### config.mk
export PLATFORM = sky130hd
export DESIGN_NAME = pe_operand_src
export DESIGN_NICKNAME = d
export VERILOG_FILES = /design/src/rtl/pe_operand_src_pkg.sv /design/src/rtl/pe_operand_src_fifo.sv /design/src/rtl/pe_operand_src.sv
export SDC_FILE = /design/constraint.sdc
export NUM_CORES = 1
export LEC_CHECK = 0
export CAP_MARGIN = 20
export CELL_PAD_IN_SITES_DETAIL_PLACEMENT = 1
export CELL_PAD_IN_SITES_GLOBAL_PLACEMENT = 2
export CORE_MARGIN = 2
export CORE_UTILIZATION = 40
export CTS_CLUSTER_DIAMETER = 60
export DETAILED_ROUTE_END_ITERATION = 8
export GPL_TIMING_DRIVEN = 0
export PLACE_DENSITY = 0.85
export SLEW_MARGIN = 20
export SYNTH_ARGS = -nofsm -noshare
export SYNTH_HDL_FRONTEND = slang
export SYNTH_SLANG_ARGS = --single-unit
### constraint.sdc
create_clock -name clk -period 10.62 [get_ports clk]
set_clock_uncertainty 0.2 [all_clocks]
set_input_delay 1.062 -clock clk [delete_from_list [all_inputs] [get_ports clk]]
set_output_delay 1.062 -clock clk [all_outputs]
set_load 0.05 [all_outputs]
### src/rtl/pe_operand_src_pkg.sv
// Shared types and build defaults for the PE operand source and its pair FIFO.
// The package defaults describe the standard 32-bit, 4-deep configuration.
package pe_operand_src_pkg;

  localparam int PE_SRC_DATA_WIDTH = 32;
  localparam int PE_SRC_DEPTH      = 4;
  localparam int PE_SRC_PTR_W      = $clog2(PE_SRC_DEPTH);

  typedef enum logic {
    IDLE  = 1'b0,
    ISSUE = 1'b1
  } state_e;

  typedef struct packed {
    logic [PE_SRC_DATA_WIDTH-1:0] a;
    logic [PE_SRC_DATA_WIDTH-1:0] b;
  } operand_pair_t;

  function automatic int ptr_width(input int depth);
    return (depth > 1) ? $clog2(depth) : 1;
  endfunction

endpackage

### src/rtl/pe_operand_src_fifo.sv
// Operand-pair FIFO: DEPTH entries, extra-bit pointers, registered head read.
// Latency: a push at edge E0 is visible at the head after E0 (no write-through).
// Backpressure: full blocks push, empty blocks pop; push and pop may share a cycle.
module pe_operand_src_fifo
  import pe_operand_src_pkg::*;
#(
  parameter int W     = 2 * PE_SRC_DATA_WIDTH,
  parameter int DEPTH = PE_SRC_DEPTH,
  parameter int AW    = PE_SRC_PTR_W
) (
  input  logic          clk,
  input  logic          rst_n,
  input  logic          push,
  input  logic [W-1:0]  push_dat,
  input  logic          pop,
  output logic [W-1:0]  head_dat,
  output logic          full,
  output logic          empty,
  output logic [AW:0]   count
);

  logic [W-1:0]  mem_q [DEPTH];
  logic [W-1:0]  mem_d [DEPTH];
  logic [AW:0]   wr_ptr_q, wr_ptr_d;
  logic [AW:0]   rd_ptr_q, rd_ptr_d;
  logic [AW-1:0] wr_idx, rd_idx;
  logic          push_ok, pop_ok;

  assign wr_idx   = wr_ptr_q[AW-1:0];
  assign rd_idx   = rd_ptr_q[AW-1:0];
  assign count    = wr_ptr_q - rd_ptr_q;
  assign empty    = (wr_ptr_q == rd_ptr_q);
  assign full     = (wr_idx == rd_idx) && (wr_ptr_q[AW] != rd_ptr_q[AW]);
  assign head_dat = mem_q[rd_idx];
  assign push_ok  = push & ~full;
  assign pop_ok   = pop & ~empty;

  always_comb begin
    mem_d    = mem_q;
    wr_ptr_d = wr_ptr_q;
    rd_ptr_d = rd_ptr_q;
    if (push_ok) begin
      mem_d[wr_idx] = push_dat;
      wr_ptr_d      = wr_ptr_q + 1'b1;
    end
    if (pop_ok) begin
      rd_ptr_d = rd_ptr_q + 1'b1;
    end
  end

  always_ff @(posedge clk or negedge rst_n) begin
    if (!rst_n) begin
      wr_ptr_q <= '0;
      rd_ptr_q <= '0;
      for (int i = 0; i < DEPTH; i++) begin
        mem_q[i] <= '0;
      end
    end else begin
      wr_ptr_q <= wr_ptr_d;
      rd_ptr_q <= rd_ptr_d;
      mem_q    <= mem_d;
    end
  end

endmodule

### src/rtl/pe_operand_src.sv
// Forks queued operand pairs onto two valid/ready channels and collects PE results (stats: LOOM_PE_SRC_STATS_EN).
// Latency: first operand valid 2 edges after push; back-to-back pairs issue at 1 pair/cycle.
// Backpressure: each channel holds valid until its own handshake; issue stalls at MAX_OUTSTANDING unanswered pairs.
module pe_operand_src
  import pe_operand_src_pkg::*;
#(
  parameter int DATA_WIDTH      = PE_SRC_DATA_WIDTH,
  parameter int DEPTH           = PE_SRC_DEPTH,
  parameter int MAX_OUTSTANDING = 2,
  parameter int CNT_WIDTH       = 16
) (
  input  logic                  clk,
  input  logic                  rst_n,
  input  logic                  push_valid,
  output logic                  push_ready,
  input  logic [DATA_WIDTH-1:0] push_a,
  input  logic [DATA_WIDTH-1:0] push_b,
  output logic                  out0_valid,
  input  logic                  out0_ready,
  output logic [DATA_WIDTH-1:0] out0_data,
  output logic                  out1_valid,
  input  logic                  out1_ready,
  output logic [DATA_WIDTH-1:0] out1_data,
  input  logic                  res_valid,
  output logic                  res_ready,
  input  logic [DATA_WIDTH-1:0] res_data,
  output logic [DATA_WIDTH-1:0] last_result,
  output logic [CNT_WIDTH-1:0]  result_count,
  output logic [CNT_WIDTH-1:0]  outstanding,
  output logic                  busy
`ifdef LOOM_PE_SRC_STATS_EN
  ,
  output logic [CNT_WIDTH-1:0]  stall_cycles
`endif
);

  localparam int                   PTR_W    = ptr_width(DEPTH);
  localparam logic [CNT_WIDTH-1:0] MAX_OUT  = CNT_WIDTH'(MAX_OUTSTANDING);
  localparam logic [PTR_W:0]       ONE_PAIR = (PTR_W + 1)'(1);

  typedef struct packed {
    logic [DATA_WIDTH-1:0] a;
    logic [DATA_WIDTH-1:0] b;
  } pair_t;

  state_e                state_q, state_d;
  logic                  sent0_q, sent0_d;
  logic                  sent1_q, sent1_d;
  logic [CNT_WIDTH-1:0]  outstanding_q, outstanding_d;
  logic [CNT_WIDTH-1:0]  result_count_q, result_count_d;
  logic [DATA_WIDTH-1:0] last_result_q, last_result_d;

  pair_t                 push_pair, head;
  logic                  fifo_full, fifo_empty;
  logic [PTR_W:0]        fifo_count;
  logic                  issue, fire0, fire1, retire, push_fire, res_fire;

  assign push_pair = {push_a, push_b};
  assign push_fire = push_valid & ~fifo_full;

  pe_operand_src_fifo #(
    .W     ($bits(pair_t)),
    .DEPTH (DEPTH),
    .AW    (PTR_W)
  ) u_fifo (
    .clk      (clk),
    .rst_n    (rst_n),
    .push     (push_fire),
    .push_dat (push_pair),
    .pop      (retire),
    .head_dat (head),
    .full     (fifo_full),
    .empty    (fifo_empty),
    .count    (fifo_count)
  );

  assign issue      = (state_q == ISSUE);
  assign out0_valid = issue & ~sent0_q;
  assign out1_valid = issue & ~sent1_q;
  assign out0_data  = head.a;
  assign out1_data  = head.b;
  assign fire0      = out0_valid & out0_ready;
  assign fire1      = out1_valid & out1_ready;
  // A channel that already handed over its operand counts as done for this pair.
  assign retire     = issue & (sent0_q | fire0) & (sent1_q | fire1);

  assign res_ready  = (outstanding_q != '0);
  assign res_fire   = res_valid & res_ready;

  assign push_ready   = ~fifo_full;
  assign last_result  = last_result_q;
  assign result_count = result_count_q;
  assign outstanding  = outstanding_q;
  assign busy         = ~fifo_empty | issue | (outstanding_q != '0);

  always_comb begin
    sent0_d        = sent0_q;
    sent1_d        = sent1_q;
    state_d        = state_q;
    last_result_d  = last_result_q;
    result_count_d = result_count_q;
    outstanding_d  = outstanding_q + CNT_WIDTH'(retire) - CNT_WIDTH'(res_fire);

    if (retire) begin
      sent0_d = 1'b0;
      sent1_d = 1'b0;
    end else begin
      if (fire0) sent0_d = 1'b1;
      if (fire1) sent1_d = 1'b1;
    end

    if (res_fire) begin
      last_result_d  = res_data;
      result_count_d = result_count_q + 1'b1;
    end

    // Continuing in ISSUE needs a pair that was already resident before this pop.
    case (state_q)
      IDLE: begin
        if (!fifo_empty && (outstanding_q < MAX_OUT)) state_d = ISSUE;
      end
      ISSUE: begin
        if (retire && !((fifo_count > ONE_PAIR) && (outstanding_d < MAX_OUT))) state_d = IDLE;
      end
      default: state_d = IDLE;
    endcase
  end

  always_ff @(posedge clk or negedge rst_n) begin
    if (!rst_n) begin
      state_q        <= IDLE;
      sent0_q        <= 1'b0;
      sent1_q        <= 1'b0;
      outstanding_q  <= '0;
      result_count_q <= '0;
      last_result_q  <= '0;
    end else begin
      state_q        <= state_d;
      sent0_q        <= sent0_d;
      sent1_q        <= sent1_d;
      outstanding_q  <= outstanding_d;
      result_count_q <= result_count_d;
      last_result_q  <= last_result_d;
    end
  end

`ifdef LOOM_PE_SRC_STATS_EN
  logic [CNT_WIDTH-1:0] stall_cycles_q, stall_cycles_d;
  logic                 stall;

  assign stall        = (out0_valid & ~out0_ready) | (out1_valid & ~out1_ready);
  assign stall_cycles = stall_cycles_q;

  always_comb begin
    stall_cycles_d = stall_cycles_q;
    if (stall && (stall_cycles_q != '1)) stall_cycles_d = stall_cycles_q + 1'b1;
  end

  always_ff @(posedge clk or negedge rst_n) begin
    if (!rst_n) stall_cycles_q <= '0;
    else        stall_cycles_q <= stall_cycles_d;
  end
`endif

endmodule

# ---- Yosys cells after proc, flatten, opt, wreduce, memory -nomap -nowiden
# Cells that the tools add are included.
dict set report op_classes {
  n_reduce_logical 10
  mux 13
  n_eq_ne 3
  magnitude_cmp 6
  addsub 6
  bitwise 21
}
# operator count
set ops {}
lappend ops {{$bwmux 256} 1}
lappend ops {{$mux 64} 3}
lappend ops {{$bmux 64 s2} 1}
lappend ops {{$demux 64 s2} 1}
lappend ops {{$lt 16x2->1 const B} 2}
lappend ops {{$add 16x1->16} 1}
lappend ops {{$add 16x1->16 const B} 1}
lappend ops {{$reduce_bool 16->1} 1}
lappend ops {{$sub 16x1->16} 1}
lappend ops {{$and 1x1->1} 10}
lappend ops {{$add 3x1->3 const B} 2}
lappend ops {{$ge 3x3->1 const B} 2}
lappend ops {{$mux 1} 6}
lappend ops {{$not 2->3} 2}
lappend ops {{$logic_and 1x1->1} 5}
lappend ops {{$not 1->1} 5}
lappend ops {{$or 1x1->1} 4}
lappend ops {{$reduce_bool 2->1} 2}
lappend ops {{$eq 3x3->1} 1}
lappend ops {{$gt 3x1->1 const B} 1}
lappend ops {{$lt 3x1->1 const B} 1}
lappend ops {{$sub 3x3->3} 1}
lappend ops {{$eq 2x2->1} 1}
lappend ops {{$logic_not 1->1} 2}
lappend ops {{other kinds (2)} 2}
dict set report word_totals {
  wordCells 71
  out_inout_bits 133
  register_bits 329
}

# ---- Logic depth before layout (Yosys ltp)
# Gate-level depths: netlist of run 1.
dict set report logic_depth {
  word_depth 14
  ltp_mapped 19
  ltp_nobuf 18
}

# ---- Modules after synthesis
# From an unflattened synthesis of run 1, not the netlist that was laid out.
dict set report hier_totals {
  hier_cells 1036
  area_unflattened_um2 15000.6
}
# mod cells_per_inst instances seq_area_each_um2 area_per_inst_um2
set modules_own_cells {}
lappend modules_own_cells {pe_operand_src_fifo 662 1 6556.3 11533.6}
lappend modules_own_cells {pe_operand_src 374 1 1676.6 3467.1}

# ---- Worst setup path after synthesis of run 1
# No wires, ideal clock.
dict set report synth_timing {
  path_type {flip-flop to flip-flop}
  from {register outstanding_q[10], in the netlist outstanding[10]}
  to {register state_q, in the netlist issue}
  setup_slack_ns 5.177
  setup_time_ns 0.092
  period_less_slack_ns 5.443
  path_buffers 1
  t_required_ns 10.328
  t_arrival_ns 5.152
  path_stages_with_launch 20
  path_cell_list {dfrtp_1 inv_1 ha_1 and3_1 nand4_1 nand2_1 clkinv_1 buf_1 ha_1 inv_1 ha_1 inv_1 fa_1 nand2b_1 a21oi_1 nor3_1 xnor2_1 or4b_1 or4b_1 o31ai_2}
}
dict set report synth_via {
  elab_chain_len 9
  word_cells_on_any_way 13
}
# item line_no
set synth_lines {}
lappend synth_lines {{from (decl)} pe_operand_src.sv:49} ;# logic [CNT_WIDTH-1:0] outstanding_q, outstanding_d;
lappend synth_lines {{from (signal assigned)} pe_operand_src.sv:141} ;# outstanding_q <= outstanding_d;
lappend synth_lines {{$reduce_bool 16->1} pe_operand_src.sv:87} ;# assign res_ready = (outstanding_q != '0);
lappend synth_lines {{net res_ready} pe_operand_src.sv:25} ;# output logic res_ready,
lappend synth_lines {{$and 1x1->1} pe_operand_src.sv:88} ;# assign res_fire = res_valid & res_ready;
lappend synth_lines {{net res_fire} pe_operand_src.sv:56} ;# logic issue, fire0, fire1, retire, push_fire, res_fire;
lappend synth_lines {{$sub 16x1->16} pe_operand_src.sv:102} ;# outstanding_d = outstanding_q + CNT_WIDTH'(retire) - CNT_WIDTH'(res_fire);
lappend synth_lines {{net outstanding_d[6]} pe_operand_src.sv:49}
lappend synth_lines {{$lt 16x2->1} pe_operand_src.sv:123} ;# if (retire && !((fifo_count > ONE_PAIR) && (outstanding_d < MAX_OUT))) state_d = IDLE;
lappend synth_lines {{$logic_and 1x1->1} pe_operand_src.sv:123}
lappend synth_lines {{$logic_not 1->1} pe_operand_src.sv:123}
lappend synth_lines {{$logic_and 1x1->1} pe_operand_src.sv:123}
lappend synth_lines {{$mux 1} pe_operand_src.sv:123}
lappend synth_lines {{$pmux 1 s2} pe_operand_src.sv:118} ;# case (state_q)
lappend synth_lines {{net state_d} pe_operand_src.sv:46} ;# state_e state_q, state_d;
lappend synth_lines {{to (signal assigned)} pe_operand_src.sv:138} ;# state_q <= state_d;
lappend synth_lines {{to (decl)} pe_operand_src.sv:46}
# The timed path passes the listed nets, and every way through them passes these cells.
# A chain may end at the register's enable or synchronous reset.

# ---- Worst setup path after layout of run 1
dict set report layout_timing {
  from {register outstanding_q[13], in the netlist outstanding[13]}
  to {register state_q, in the netlist issue}
}
dict set report layout_via {
  elab_chain_len 9
  word_cells_on_any_way 13
}
# item line_no
set layout_lines {}
lappend layout_lines {{$reduce_bool 16->1} pe_operand_src.sv:87}
lappend layout_lines {{$and 1x1->1} pe_operand_src.sv:88}
lappend layout_lines {{net res_fire} pe_operand_src.sv:56}
lappend layout_lines {{$sub 16x1->16} pe_operand_src.sv:102}
lappend layout_lines {{net outstanding_d[6]} pe_operand_src.sv:49}
lappend layout_lines {{$lt 16x2->1} pe_operand_src.sv:123}
lappend layout_lines {{$logic_and 1x1->1} pe_operand_src.sv:123}
lappend layout_lines {{$logic_not 1->1} pe_operand_src.sv:123}
lappend layout_lines {{$logic_and 1x1->1} pe_operand_src.sv:123}
lappend layout_lines {{$mux 1} pe_operand_src.sv:123}
lappend layout_lines {{$pmux 1 s2} pe_operand_src.sv:118}
lappend layout_lines {{net state_d} pe_operand_src.sv:46}
# The timed path passes the listed nets, and every way through them passes these cells.

==> results.md, run 1 <==
* HP Class: input port to async pin
* Drt wl/cell at 20.5 um
* Mapped Avg Cell Area at approximately 14 sq um
* Via count at 9532
* Yosys warning count at 0
* Post-CTS Hold Fix Bufs at 0
* Remaining DRCs at 0
* Met1 Track Usage GR at between 20% and 30%
* H-tree levels at 2
* Worst-path clk slew at around 0.060 ns
* RSZ-0062 raised after global routing: no
* Max rail drop VDD at between 0.2 and 0.25 mV
* Crit path max fanout at 10
* Final Power at 7.53 mW
* Tcrit/Tclk final at 53.3%
* Leakage at 8.20 nW
* Pin count of the biggest net entering global routing at 100
* CTS max path bufs at 3
* Count of flip-flops with a built-in enable after synthesis at 0
* CP endpoint kind: register
* Fill count at between 3k and 4k
* Post-DR vias/cell at between 5 and 6
* Initial antenna violation count at 3
* Ant diodes at 0
* Total Wirelength at ~37 mm
* Chip width at between 150 and 200 um
* Synth area leaders: dfrtp_1, mux2_2, mux4_2, nand2_1, ha_1
* Die area at approximately 39000 sq um
* CTS resizes at 0
* Status: finished clean
* Layout area overhead at 29.4%
* Synth area leader: dfrtp_1
* Clock power frac at roughly 18%
* Layer with the highest usage: met2
* Synth top area share at a little under three fifths
* Die height at approximately 200 um
* Drt first-iter violations at about 360
* Crit path DAT at around 5.9 ns
* WHS at roughly 0.27 ns
* WP data required at approximately 11 ns
* Met3 Use GR at between 6 and 7%
* Crit Path Category: register to register
* Hold Vio Cnt, Final at 0
* Vias in the first global route at between 10k and 15k
* Setup violators final at 0
* Comb pwr share at between 50% and 60%
* Syn Nets at about 1.2k
* Post-route ant nets at 0
* Max Clk Rate at approximately 180 MHz
* Worst slew margin at around two fifths
* Post-detail-place hpwl at around 26 mm
* # rows at 70
* Post-Synthesis Cell Area at 14900 sq um
* Core Footprint at 36600 sq um
* Post-CTS Setup Bufs at 0
* TritonCTS Buffers at slightly above 40
* # clock sinks at 329
* Sw power at ~3.1 mW
* Tmin final at between 5 and 6 ns
* Seq pwr share at between 20% and 30%
* Net count, final at 1460
* Slew @ Worst Pin at 0.914 ns
* GRT Util Overall at between 10% and 20%
* Clock Root Buffer: clkbuf_16
* I/O Buffers at 234
* Synth Register Bits at 329
* Internal power at roughly 4.4 mW
* First-pass GRT wire length at around 60 mm
* Netlist cell types at 54
* Startpoint Class: register
* Final Max Tran Viols at 0
* GPL Wtd Cong at between 0.7 and 0.8
* Maxcap violations at 0
* DR pass1 iterations at 4
* Later-pin clock latency in the skew report at about 0.55 ns
* Layout cells sized above 1 at roughly 30%
* IO Count at roughly 240
* GRT overflow at 0
* CTS tree: built
* Sequential-to-total area share from yosys stat at a little under three fifths
* Most frequent cells after synthesis: dfrtp_1, mux2_2, nand2_1
* Grt met2 use at between 30% and 40%
* Starting Density at 40.6%
* Synth Instances at roughly 1.0k
* Sw Share at between 40% and 50%
* Async SR Flop Fraction at between 90% and 100%
* Cell with the most instances after synthesis: dfrtp_1
* Ys flop type: dfrtp_1
* Pwr Density at roughly 390 nW/um^2
==> placed cells by master (no fill, tap or decap), types with 22 or more instances in the layout <==
cell               n
ha_1              34
nand2_1          122
clkdlybuf4s50_1  233
clkbuf_16         41
mux2_2           257
xnor2_1           22
clkbuf_1          49
dfrtp_1          329
mux4_2            64
inv_1             28
==> registers in the layout, indices dropped and copies added, names as in the netlist <==
name / count
sent0_q: 1
u_fifo.wr_ptr_q: 3
last_result: 32
result_count: 16
u_fifo.mem_q: 256
u_fifo.rd_ptr_q: 3
issue: 1
outstanding: 16
sent1_q: 1
==> critical path, stage by stage (launching register included) <==
cell      delay, ns
dfrtp_1        0.41
inv_1          0.09
ha_1           0.21
and4b_1        0.20
nand4_1        0.27
nand2_1        0.36
clkinv_1       0.29
buf_1          0.34
ha_1           0.37
inv_1          0.05
ha_1           0.18
inv_1          0.06
fa_1           0.40
nand2b_1       0.19
a21oi_1        0.41
nor3_1         0.12
xnor2_1        0.19
or4b_1         0.50
or4b_1         0.53
o31ai_2        0.19
==> per-stage QoR <==
step	utilization [%]	instance area (sq um)	TNS [ns]	cells	setup WS, ns
after floorplan	-	14900	0	1042	5.18
after CTS	52.5	19200	0	1819	4.95
final	52.5	19200	0	1819	4.96
after detailed placement	48.8	17900	0	1747	4.77
after global routing	52.5	19200	0	1819	4.58
after global placement	48.6	17800	-2058.34	1744	-6.28
==> path summary, 6_finish.rpt <==
| path | from | cells after the start | slack [ns] | end |
|---|---|---|---|---|
| worst min register to register | last_result[13] | 2 | 0.27 | last_result[13] |
| worst max-delay path | outstanding[13] | 19 | 4.96 | issue |
| worst max register to register | outstanding[13] | 19 | 4.96 | issue |
| max in group asynchronous | rst_n | 3 | 8.71 | u_fifo.mem_q[112] |
| worst min-delay path | rst_n | 1 | 0.27 | u_fifo.mem_q[141] |
| min in group clk | last_result[13] | 2 | 0.27 | last_result[13] |
==> power by group through the flow <==
stage	registers (mW)	logic, mW	clock network [mW]
6_report	2.15	3.99	1.39
5_1_grt	2.23	4.27	1.47
4_1_cts	2.15	4.05	1.43
3_5_place_dp	2.17	4.02	0
3_3_place_gp	2.14	3.95	0
2_1_floorplan	2.24	2.74	0
==> cell type report <==
cell class	count	area, sq um	share of cell area [%]
plain buffers	48	188	0.976
clock buffers	59	1170	6.10
clock inverters	13	179	0.931
inverters	29	109	0.566
multi-input cells	636	6330	32.9
flip-flops and latches	329	8230	42.8
well taps	468	586	3.05
repair buffers	237	2430	12.6
==> layer usage <==
layer / up-vias / wire length, um / share of wire, %
met5: - / 34 / 0.091
met4: 6 / 623 / 1.7
met3: 52 / 2670 / 7.2
met2: 210 / 18000 / 48
met1: 4955 / 16000 / 43
li1: 4309 / - / -
==> cell families (layout without fill, tap and decap cells) <==
| kind of cell | count (synthesis) | in the layout | share of synthesized area (%) |
|---|---|---|---|
| compound gates | 48 | 48 | 2.26 |
| fa+ha+maj | 36 | 36 | 3.13 |
| flops | 329 | 329 | 55.4 |
| buf+inv | 77 | 386 | 2.00 |
| mux | 321 | 321 | 29.2 |
| simple gates | 203 | 203 | 6.37 |
| xor+xnor | 28 | 28 | 1.65 |
Note: power is estimated with default switching activity, not from simulation.
==> inputs of run 2 (changes only) <==
--- a/config.mk
+++ b/config.mk
@@ -9,11 +9,11 @@
 export CELL_PAD_IN_SITES_DETAIL_PLACEMENT = 1
 export CELL_PAD_IN_SITES_GLOBAL_PLACEMENT = 2
 export CORE_MARGIN = 2
-export CORE_UTILIZATION = 40
+export CORE_UTILIZATION = 38
 export CTS_CLUSTER_DIAMETER = 60
 export DETAILED_ROUTE_END_ITERATION = 8
 export GPL_TIMING_DRIVEN = 0
-export PLACE_DENSITY = 0.85
+export PLACE_DENSITY = 0.82
 export SLEW_MARGIN = 20
 export SYNTH_ARGS = -nofsm -noshare
 export SYNTH_HDL_FRONTEND = slang
==> constraint.sdc (replaced) <==
create_clock -name clk -period 5.7 [get_ports clk]
set_clock_uncertainty 0.2 [all_clocks]
set_input_delay 0.57 -clock clk [delete_from_list [all_inputs] [get_ports clk]]
set_output_delay 0.57 -clock clk [all_outputs]
set_load 0.05 [all_outputs]
==> results.md, run 2 (synthesis gave the netlist of run 1 again) <==
* Status: finished clean
* Pwr Density at a little over 700 nW/um^2
* HP Class: register to register
* Die area at ~41000 sq um
* Final Util at roughly half
* DR pass1 iterations at 4
* Crit path DAT at 5.57 ns
* Via count at between 9k and 10k
* GRT overflow at 0
* Placed Area at around 18000 sq um
* Layout area overhead at 29.6%
* First-pass GRT wire length at 60.4 mm
* Initial antenna violation count at 3
* Pin count of the biggest net entering global routing at 101
* Final Instance Area at 19300 sq um
* Setup TNS at 0 ns
* Worst slew margin at 37.9%
* Total Wirelength at roughly 38 mm
* Layer with the highest usage: met2
* Final Power at around 14 mW
* TritonCTS Buffers at 40
* GPL Wtd Cong at between 0.7 and 0.8
* Drt wl/cell at 20.3 um
* Tcrit/Tclk final at between 90 and 100%
* Vias in the first global route at 10.6k
* Startpoint Class: register
* Crit path max fanout at 10
* RSZ-0062 raised after global routing: no
* Cells after DPL at roughly 1.8k
* Post-route insts no fill at ~1.9k
* Max reg flops at approximately 260
* Post-CTS Setup Bufs at 0
* Reg-to-reg slack, setup at ~0.38 ns
* Setup violators final at 0
* Crit Path Category: register to register
* Hold endpoint: last_result[2]
* CP endpoint kind: register
* Final Max Tran Viols at 0
* Clock Root Buffer: clkbuf_16
* Die height at a little over 200 um
* Max rail drop VDD at around 0.43 mV
* Starting Density at ~38%
* Most frequent cells in the layout: dfrtp_1, mux2_2, clkdlybuf4s50_1
* Net count, final at 1460
* Max Clk Rate at about 190 MHz
* Remaining DRCs at 0
* Hold Path Cell Cnt at 2
* I/O Buffers at roughly 230
* Leakage at a little over 8 nW
* Met1 Track Usage GR at a little under a quarter
* WP data required at 5.94 ns
* Worst R2R Start: outstanding[13]
* Most flop-heavy register: u_fifo.mem_q
* Maxcap violations at 0
* Grt met2 use at a little under a third
* Slew @ Worst Pin at ~0.93 ns
* Core Footprint at approximately 39000 sq um
* Drt first-iter violations at between 300 and 400
* Post-detail-place hpwl at ~27 mm
* Hold_sp: last_result[2]
* Tmin final at about 5.3 ns
* Hold Vio Cnt, Final at 0
* Met3 Use GR at 5.91%
* Commonest non-fill, non-tap cell in the layout: dfrtp_1
* Later-pin clock latency in the skew report at about 0.53 ns
* Worst reg2reg path depth at 19
* Fill count at approximately 3.8k
* Chip width at approximately 200 um
* CTS tree: built
* CTS max path bufs at 3
* H-tree levels at 2
* Worst-path clk slew at about 0.060 ns
* # clock sinks at about 330
* Post-DR vias/cell at roughly 5.1
* Layout cells sized above 1 at 29.7%
* Worst reg2reg path endpoint: issue
* GRT Util Overall at between 10% and 20%
* # rows at 72
* IO Count at 235
* Post-route ant nets at 0
==> run 2: cell types whose count changed in the layout (fill, tap and decap cells not counted), sizes merged <==
cell / change
buf: -1
bufinv: -1
clkinv: -2
diode: +2
dlygate4sd3: +1
==> run 2: how the worst max path moves through the flow <==
stage                     from                 to  slack [ns]  depth (start not counted)
6_report       outstanding[13]              issue        0.38                         19
5_1_grt         outstanding[5]              issue       0.007                         19
4_1_cts         outstanding[5]              issue        0.04                         19
3_5_place_dp    outstanding[5]              issue       0.008                         19
3_3_place_gp             rst_n  u_fifo.mem_q[110]      -10.74                          1
2_1_floorplan  outstanding[10]              issue        0.26                         19
==> run 2: layout make-up <==
type | instances | area [sq um] | area share (%)
clock buffer | 58 | 1170 | 6.08
antenna | 2 | 5.00 | 0.0260
clock inverter | 10 | 118 | 0.611
timing repair buffer | 238 | 2440 | 12.7
buffer | 48 | 189 | 0.981
inverter | 29 | 113 | 0.585
sequential | 329 | 8230 | 42.8
multi-input combinational | 636 | 6340 | 32.9
tap | 518 | 648 | 3.37
==> run 2: critical path, stage by stage (launching register included) <==
cell and delay [ns]:
dfrtp_1 0.40, inv_1 0.09, ha_1 0.20, and4b_1 0.20
nand4_1 0.31, nand2_4 0.27, clkinvlp_4 0.20, clkbuf_2 0.28
ha_1 0.34, inv_1 0.04, ha_1 0.20, inv_1 0.07
fa_1 0.21, nand2b_1 0.16, a21oi_1 0.09, or3_2 0.42
a211oi_1 0.32, or4b_1 0.48, or4b_1 0.54, o31ai_2 0.19
==> run 2: repair_timing <==
item,4_1_cts,5_1_grt
pin swaps,0,1
cloned,0,0
gates resized for setup,1,4
hold buffers,1,0
setup endpoints to repair,1,1
hold endpoints to repair,68,0
==> run 2: stage by stage <==
step | hold slack [ns] | worst slack, ns
final | 0.269 | 0.378
after global routing | 0.302 | 0.00664
after CTS | 0.276 | 0.0422
after detailed placement | 0.262 | 0.00803
after global placement | 0.258 | -10.74
after floorplan | 0.0744 | 0.257
==> run 2: routing by layer <==
metal,up-vias,share of wire [%]
met4,4,1.8
met3,54,6.4
met2,206,48
met1,4929,43
met5,-,0.071
li1,4320,-
==> run 2: power breakdown <==
part           leakage [nW]  internal [mW]  switching (mW)
Clock                 0.636           1.51           0.970
Sequential             3.93           3.43           0.584
Combinational          3.61           3.22            4.24
==> inputs of run 3 (changes only) <==
==> constraint.sdc (replaced) <==
create_clock -name clk -period 5.6 [get_ports clk]
set_clock_uncertainty 0.2 [all_clocks]
set_input_delay 0.56 -clock clk [delete_from_list [all_inputs] [get_ports clk]]
set_output_delay 0.56 -clock clk [all_outputs]
set_load 0.05 [all_outputs]
==> results.md, run 3 (synthesis gave the netlist of run 1 again) <==
* Max Clk Rate at roughly 200 MHz
* CP endpoint kind: register
* Drt wl/cell at about 20 um
* Post-detail-place hpwl at 26.6 mm
* Layout cells sized above 1 at 29.7%
* GPL Wtd Cong at slightly below 0.8
* CTS tree: built
* Slew @ Worst Pin at roughly 0.93 ns
* Worst-path clk slew at ~0.060 ns
* Maxcap violations at 0
* Pwr Density at around 740 nW/um^2
* # rows at 72
* GRT Util Overall at between 10% and 20%
* WP data required at ~5.9 ns
* Max reg flops at 256
* First-pass GRT wire length at 60.4 mm
* Final Util at 49.8%
* Crit Path Category: register to register
* Post-route ant nets at 0
* Worst R2R Start: outstanding[13]
* Layout area overhead at 29.6%
* Final setup margin at between 0.4 and 0.5 ns
* Commonest non-fill, non-tap cell in the layout: dfrtp_1
* Tcrit/Tclk final at between 90% and 100%
* Worst reg2reg path depth at 19
* Crit path DAT at 5.38 ns
* Hold endpoint: last_result[2]
* HP Class: register to register
* TritonCTS Buffers at 40
* Clock Root Buffer: clkbuf_16
* Via count at about 9.5k
* I/O Buffers at between 200 and 250
* Die area at a little over 40000 sq um
* H-tree levels at 2
* Core Footprint at between 30000 and 40000 sq um
* Starting Density at around two fifths
* GRT overflow at 0
* Crit path max fanout at 10
* Placed Area at about 18000 sq um
* Final Instance Area at slightly below 20000 sq um
* Startpoint Class: register
* Drt first-iter violations at about 300
* Remaining DRCs at 0
* Vias in the first global route at 10.6k
* Post-DR vias/cell at about 5.1
* Most frequent cells in the layout: dfrtp_1, mux2_2, clkdlybuf4s50_1
* Setup violators final at 0
* Die height at roughly 200 um
* Hold Path Cell Cnt at 2
* Hold_sp: last_result[2]
* # clock sinks at 329
* Pin count of the biggest net entering global routing at between 100 and 150
* RSZ-0062 raised after global routing: no
* Net count, final at approximately 1.5k
* CTS max path bufs at 3
* Hold Vio Cnt, Final at 0
* Reg-to-reg slack, setup at approximately 0.47 ns
* Status: finished clean
* Later-pin clock latency in the skew report at about 0.54 ns
* Post-Place Setup Slack at -0.0920 ns
* Chip width at between 200 and 250 um
* DR pass1 iterations at 4
* Max rail drop VDD at 0.442 mV
* Worst reg2reg path endpoint: issue
* Total Wirelength at between 30 and 40 mm
* Leakage at roughly 8.2 nW
* Final Max Tran Viols at 0
* Tmin final at a little over 5 ns
* Initial antenna violation count at 3
* Worst slew margin at a little under two fifths
* IO Count at between 200 and 250
* Most flop-heavy register: u_fifo.mem_q
-- run 3: cell count changes in the layout (fill, tap and decap cells not counted) --
| cell | delta |
|---|---|
| buf_2 | +1 |
| buf_4 | +1 |
| clkbuf_2 | -1 |
-- run 3: timing repair --
action | CTS | global route
setup buffers | 0 | 1
resized for setup | 2 | 3
hold buffers | 1 | 0
endpoints found under the setup margin | 1 | 1
hold endpoints to repair | 68 | 0
pin swaps | 0 | 1
-- run 3: power breakdown --
part | internal, mW | total, mW | switching [mW]
Combinational | 3.27 | 7.59 | 4.32
Sequential | 3.49 | 4.09 | 0.595
Clock | 1.54 | 2.53 | 0.988
-- run 3: cell type report --
type	instances	area, sq um
Antenna cell	2	5.00
Buffer	48	189
Clock buffer	58	1170
Clock inverter	10	118
Fill cell	3822	19400
Inverter	29	113
Multi-Input combinational cell	636	6340
Sequential cell	329	8230
Tap cell	518	648
Timing Repair Buffer	239	2450
-- run 3: how the worst max path moves through the flow --
stage                    start                end  cells past startpoint
2_1_floorplan  outstanding[10]              issue                     19
6_report       outstanding[13]              issue                     19
3_3_place_gp             rst_n  u_fifo.mem_q[110]                      1
3_5_place_dp    outstanding[5]              issue                     19
5_1_grt         outstanding[5]              issue                     19
4_1_cts         outstanding[5]              issue                     19
-- run 3: per-layer routing --
metal,up-vias,GRT usage (%),share of wire (%)
met1,4908,23.8,43
li1,4321,-,-
met4,4,4.54,1.8
met5,-,0,0.071
met3,54,5.91,6.4
met2,206,31.8,48
-- run 3: stage by stage --
stage	instances	power [mW]	hold slack (ns)	setup TNS [ns]
3_3_place_gp	1794	11.6	0.258	-3550.98
4_1_cts	1866	14.4	0.276	0
3_5_place_dp	1797	11.8	0.262	-0.0920
6_report	1869	14.2	0.269	0
2_1_floorplan	1042	9.45	0.0644	0
5_1_grt	1867	15.0	0.302	0
-- run 3: worst max-delay path: stages (launching register included) --
cell and delay (ns):
dfrtp_1 0.40, inv_1 0.09, ha_1 0.20, and4b_1 0.20, nand4_1 0.25, nand2_4 0.23, clkinvlp_4 0.19, buf_2 0.26
ha_1 0.31, inv_1 0.04, ha_1 0.20, inv_1 0.07, fa_1 0.21, nand2b_1 0.16, a21oi_1 0.09, or3_2 0.42
a211oi_1 0.30, or4b_1 0.48, or4b_1 0.54, o31ai_2 0.19
